`src/rtl/pipeline_stall_ctrl_pkg.sv`:
```
// Shared types for the pipeline freeze/bubble/flush controller.
// Stage enable bundle ordered from PC down to the flush strobe.
package pipeline_stall_ctrl_pkg;

  typedef enum logic {
    RUN      = 1'b0,
    MEM_WAIT = 1'b1
  } pipe_ctrl_state_t;

  typedef struct packed {
    logic load_pc;
    logic if_id;
    logic id_ex;
    logic ex_mem;
    logic mem_wb;
    logic id_ex_nop;
    logic if_id_flush;
  } stage_en_t;

  localparam stage_en_t EN_FREEZE = '{
    load_pc: 1'b0, if_id: 1'b0, id_ex: 1'b0,
    ex_mem: 1'b0, mem_wb: 1'b0,
    id_ex_nop: 1'b0, if_id_flush: 1'b0
  };

  localparam stage_en_t EN_RESET = '{
    load_pc: 1'b0, if_id: 1'b0, id_ex: 1'b0,
    ex_mem: 1'b0, mem_wb: 1'b0,
    id_ex_nop: 1'b1, if_id_flush: 1'b1
  };

  localparam stage_en_t EN_ADVANCE = '{
    load_pc: 1'b1, if_id: 1'b1, id_ex: 1'b1,
    ex_mem: 1'b1, mem_wb: 1'b1,
    id_ex_nop: 1'b0, if_id_flush: 1'b0
  };

  localparam stage_en_t EN_REDIRECT = '{
    load_pc: 1'b1, if_id: 1'b1, id_ex: 1'b1,
    ex_mem: 1'b1, mem_wb: 1'b1,
    id_ex_nop: 1'b1, if_id_flush: 1'b1
  };

  // Hold PC and IF/ID, inject a bubble into ID/EX, let the back end drain.
  localparam stage_en_t EN_LOAD_USE = '{
    load_pc: 1'b0, if_id: 1'b0, id_ex: 1'b1,
    ex_mem: 1'b1, mem_wb: 1'b1,
    id_ex_nop: 1'b1, if_id_flush: 1'b0
  };

endpackage

```
`src/rtl/pipeline_stall_ctrl_sat_counter.sv`:
```
// Saturating up-counter used for the stall and flush statistics.
// Holds at all-ones once reached.
module sat_counter #(
  parameter int CNT_WIDTH = 32
) (
  input  logic                 clk,
  input  logic                 rst,
  input  logic                 inc,
  output logic [CNT_WIDTH-1:0] count
);

  logic [CNT_WIDTH-1:0] count_q;

  always_ff @(posedge clk or posedge rst) begin
    if (rst) begin
      count_q <= '0;
    end else if (inc && !(&count_q)) begin
      count_q <= count_q + 1'b1;
    end
  end

  assign count = count_q;

endmodule

```
`src/rtl/pipeline_stall_ctrl.sv`:
```
// Freeze/bubble/flush policy for the 5-stage pipe: cache-miss freeze,
// load-use bubble and branch redirect, with deferred redirect on freeze.
module pipeline_stall_ctrl
  import pipeline_stall_ctrl_pkg::*;
#(
  parameter int CNT_WIDTH = 32
) (
  input  logic                 clk,
  input  logic                 rst,
  input  logic                 hz_stall,
  input  logic                 br_redirect,
  input  logic                 icache_read,
  input  logic                 icache_resp,
  input  logic                 dcache_req,
  input  logic                 dcache_resp,
  output logic                 load_pc,
  output logic                 if_id_load,
  output logic                 id_ex_load,
  output logic                 ex_mem_load,
  output logic                 mem_wb_load,
  output logic                 id_ex_nop,
  output logic                 if_id_flush,
  output logic [CNT_WIDTH-1:0] stall_count,
  output logic [CNT_WIDTH-1:0] flush_count
);

  pipe_ctrl_state_t state_q, state_d;
  logic i_done_q, i_done_d;
  logic d_done_q, d_done_d;
  logic flush_pend_q, flush_pend_d;

  logic i_miss, d_miss, miss;
  logic redirect;
  logic flush_inc;
  stage_en_t en;

  assign i_miss = icache_read & ~icache_resp & ~i_done_q;
  assign d_miss = dcache_req & ~dcache_resp & ~d_done_q;
  assign miss   = i_miss | d_miss;
  assign redirect = br_redirect | flush_pend_q;

  always_ff @(posedge clk or posedge rst) begin
    if (rst) begin
      state_q      <= RUN;
      i_done_q     <= 1'b0;
      d_done_q     <= 1'b0;
      flush_pend_q <= 1'b0;
    end else begin
      state_q      <= state_d;
      i_done_q     <= i_done_d;
      d_done_q     <= d_done_d;
      flush_pend_q <= flush_pend_d;
    end
  end

  always_comb begin
    state_d      = state_q;
    i_done_d     = 1'b0;
    d_done_d     = 1'b0;
    flush_pend_d = 1'b0;
    if (miss) begin
      state_d  = MEM_WAIT;
      // Done flags only carry history across a wait, never out of RUN.
      i_done_d = (state_q == MEM_WAIT && i_done_q) | icache_resp;
      d_done_d = (state_q == MEM_WAIT && d_done_q) | dcache_resp;
      flush_pend_d = flush_pend_q | br_redirect;
    end else begin
      state_d = RUN;
    end
  end

  always_comb begin
    en = EN_ADVANCE;
    if (rst) begin
      en = EN_RESET;
    end else if (miss) begin
      en = EN_FREEZE;
    end else if (redirect) begin
      en = EN_REDIRECT;
    end else if (hz_stall) begin
      en = EN_LOAD_USE;
    end
  end

  assign load_pc     = en.load_pc;
  assign if_id_load  = en.if_id;
  assign id_ex_load  = en.id_ex;
  assign ex_mem_load = en.ex_mem;
  assign mem_wb_load = en.mem_wb;
  assign id_ex_nop   = en.id_ex_nop;
  assign if_id_flush = en.if_id_flush;

  assign flush_inc = ~miss & redirect;

  sat_counter #(
    .CNT_WIDTH(CNT_WIDTH)
  ) u_stall_cnt (
    .clk   (clk),
    .rst   (rst),
    .inc   (miss),
    .count (stall_count)
  );

  sat_counter #(
    .CNT_WIDTH(CNT_WIDTH)
  ) u_flush_cnt (
    .clk   (clk),
    .rst   (rst),
    .inc   (flush_inc),
    .count (flush_count)
  );

endmodule
```
`config.mk`:
```
export PLATFORM = sky130hd
export DESIGN_NAME = pipeline_stall_ctrl
export DESIGN_NICKNAME = d
export VERILOG_FILES = /design/src/rtl/pipeline_stall_ctrl_pkg.sv /design/src/rtl/pipeline_stall_ctrl_sat_counter.sv /design/src/rtl/pipeline_stall_ctrl.sv
export SDC_FILE = /design/constraint.sdc
export NUM_CORES = 1
export LEC_CHECK = 0
export ABC_AREA = 1
export CAP_MARGIN = 20
export CORE_UTILIZATION = 45
export CTS_CLUSTER_DIAMETER = 30
export CTS_CLUSTER_SIZE = 8
export DETAILED_ROUTE_END_ITERATION = 10
export GPL_ROUTABILITY_DRIVEN = 1
export PLACE_DENSITY = 0.72
export SETUP_SLACK_MARGIN = 0.5
export SYNTH_ARGS = -nofsm -noshare
export SYNTH_HDL_FRONTEND = slang
export SYNTH_SLANG_ARGS = --single-unit
```
`constraint.sdc`:
```
create_clock -name clk -period 1.8 [get_ports clk]
set_input_delay 0.18 -clock clk [delete_from_list [all_inputs] [get_ports clk]]
set_output_delay 0.18 -clock clk [all_outputs]
set_load 0.02 [all_outputs]
```
==> metrics <==
outcome finished clean; CTS max path bufs 2; Setup WS post-layout 0.1209 ns; GRT overflow 0; worst r2r path cells 10; CP endpoint u_flush_cnt.count[20]; share of cells above drive strength 1 33.37%; DP HPWL 8920 µm; Row Count 36; global-route usage over all layers 26.91%; Worst-Skew Late Latency 0.36 ns; worst-path cell chain ha_4, nand2_4, nor2_4, nand2_2, nor2_4, buf_6, a21oi_2, buf_4, nand2_1, nand2_1; Logic pwr share 25.3%; Synth cell types 29; H-tree levels 3; post-DR vias/cell 5.035; Mapped Area 4553 µm²; Sw Pwr 1393 µW; Worst R2R End u_flush_cnt.count[20]; nature of the critical path startpoint flip-flop; Crit path required time 2.05 ns; TritonCTS clock tree yes; CP arrival 1.93 ns; Syn Nets 720; Post-CTS Hold Fix Bufs 0; f_max 595.6 MHz; endpoints failing hold 0; Detailed Route Iter0 Violations 214; yosys warns 0; Worst path slowest cell dfrtp_1; diode count 0; Placer Congestion 0.8943; Area growth, synth to finish 46.22%; Critical Path Source u_flush_cnt.count[1]; Mapped Avg Cell Area 6.413 µm²; Root Buffer Master clkbuf_8; Syn Inst Count 710; antenna-violating nets left 0; Final Cycle Share 93.28%; actual slew at the worst max-slew pin 0.6496 ns; Critical Path Max Stage Delay 0.40 ns; Setup CP Type flip-flop to flip-flop; vias in the first global route 4842; RSZ-0062 raised after global routing yes; Worst path depth 10; I/O Buffers 78; die footprint 10520 µm²; Peak VDD IR 0.5735 mV; core area 9774 µm²; CTS buffer count 9; worst r2r src u_flush_cnt.count[1]; Power Density 678.8 nW/µm²; Lkg Pwr 0.003122 µW; Synth Register Bits 68; Placed Cells 934; Flop pwr share 39.0%; Finished Layout Cells 993; final worst path period need 1.679 ns; worst path bufs/invs 2; Final setup viols 0; Initial DRT Pass Iterations 4; largest net degree at the start of global routing 69; Final nets 865; IO Count 79; Setup WS pre-CTS -0.1808 ns; Pins Over Slew Limit 0; switch share 30.83%; Reg clk slew, reported paths 0.08 ns; Clk pwr share 35.7%; Layout fillers 835; first-pass GRT wire length 21810 µm; Die W 102.6 µm; Max FO, Critical Path 16; Setup Skew 0.01150 ns; DR WL/cell 14.23 µm; Routed WL 14130 µm; Slew HR 56.69%; Seq/Total Area, Yosys 37.37%; Top Family by Delay on Critical Path simple AND/OR/NAND/NOR gates; initial antenna violation count 0; register-to-register setup slack 0.12 ns; clock sink total 68; worst min path class input pin to async pin; via count 5000; max-cap violations 0; Initial Util 46.58%; die height 102.6 µm; cell-internal power 3126 µW; drc violations 0; crit end category flip-flop
-- kinds of logic after synthesis --
family | share of synthesized area, %
AO/OA/AOI/OAI | 1.292
XOR/XNOR | 5.001
adder cells (fa/ha/maj) | 0.5495
buffers and inverters | 7.667
flip-flops | 37.37
AND/OR/NAND/NOR | 48.12
-- how the worst min path moves through the flow --
stage	from	endpoint	slack [ns]	cells after the start
2_1_floorplan	dcache_resp	d_done_q	0.32	2
3_3_place_gp	i_done_q	i_done_q	0.51	2
3_5_place_dp	i_done_q	i_done_q	0.52	2
4_1_cts	i_done_q	i_done_q	0.54	2
5_1_grt	d_done_q	d_done_q	0.58	2
6_report	rst	u_flush_cnt.count[3]	0.50	3
-- flip-flops by register name (all words and copies together), names as in the netlist --
signal / flops
u_flush_cnt.count: 32
u_stall_cnt.count: 32
d_done_q: 1
flush_pend_q: 1
i_done_q: 1
state_q: 1
-- stage by stage --
step                      utilization (%)  hold slack (ns)  setup TNS, ns  cell area, µm²  power (µW)
after floorplan                         -           0.3208       -0.07290            4581        2314
after global placement              57.48           0.5105        -0.4571            5618        2668
after detailed placement            57.48           0.5236        -0.8068            5618        2697
after CTS                           63.15           0.5389              0            6172        4373
after global routing                68.11           0.5761              0            6658        4711
final                               68.11           0.4988              0            6658        4519
-- layer usage --
layer,vias to the layer above,part of all wire (%),GRT usage [%]
met1,2364,40,29.72
met2,144,53,50.05
met4,0,2.4,12.31
met3,34,4.8,4.678
met5,-,0,0
li1,2458,-,-
-- worst register-to-register path, cell delays in order (launching register included) --
cell and delay, ns:
dfrtp_1 0.40, ha_4 0.19, nand2_4 0.06, nor2_4 0.12, nand2_2 0.09, nor2_4 0.15, buf_6 0.14, a21oi_2 0.06
buf_4 0.20, nand2_1 0.10, nand2_1 0.06
-- what timing repair did --
item	4_1_cts	5_1_grt
endpoints found under the setup margin	135	182
setup buffers	16	21
cloned	4	2
resized for setup	271	139
pin swaps	20	36
-- placed cells by master, fill, tap and decap left out, drive strengths merged, types with 2 or more instances in the layout --
master and instances:
nand2 372, inv 56, bufinv 3, buf 91, ha 2, o21ai 5
clkdlybuf4s15 35, xor2 16, nand3b 8, xnor2 10, nor2 111, nand3 33
dfrtp 68, nand4 6, clkbuf 25, clkinvlp 2, clkdlybuf4s50 7, nor3 2
a21oi 3
-- cell usage after synthesis --
cell type | count | area share, %
nand3_1 | 33 | 3.6
o21a_1 | 1 | 0.16
and2_1 | 1 | 0.14
or2_2 | 1 | 0.14
nand3b_4 | 1 | 0.44
nor3_1 | 2 | 0.22
buf_4 | 4 | 0.66
nor2_1 | 105 | 8.7
nand2_2 | 5 | 0.69
xnor2_1 | 10 | 1.9
nand4_1 | 6 | 0.82
ha_1 | 2 | 0.55
o21ai_0 | 5 | 0.55
o211ai_1 | 1 | 0.16
a21oi_1 | 2 | 0.22
nand2_8 | 1 | 0.44
inv_4 | 1 | 0.14
inv_2 | 1 | 0.082
dfrtp_1 | 68 | 37
nand3b_1 | 7 | 1.2
buf_6 | 7 | 1.7
nor2_4 | 5 | 1.2
nor2_2 | 1 | 0.14
xor2_1 | 16 | 3.1
a21oi_2 | 1 | 0.19
inv_1 | 56 | 4.6
nand2_4 | 3 | 0.74
nand2_1 | 360 | 30
buf_2 | 4 | 0.44
-- final cells by class --
| class | count | area [µm²] | area share (%) |
|---|---|---|---|
| Multi-Input combinational cell | 572 | 2869 | 43.09 |
| Sequential cell | 68 | 1747 | 26.24 |
| Timing Repair Buffer | 146 | 1379 | 20.71 |
| Inverter | 58 | 246.5 | 3.702 |
| Tap cell | 133 | 166.4 | 2.500 |
| Clock buffer | 12 | 155.1 | 2.330 |
| Clock inverter | 4 | 95.09 | 1.428 |
-- power by group through the flow --
stage | clock [µW] | sequential (µW) | combinational, µW
2_1_floorplan | 0 | 1890 | 428
3_3_place_gp | 0 | 1760 | 905
3_5_place_dp | 0 | 1770 | 925
4_1_cts | 1640 | 1760 | 981
5_1_grt | 1690 | 1780 | 1240
6_report | 1610 | 1760 | 1140
Power figures use the tool's default switching activity.
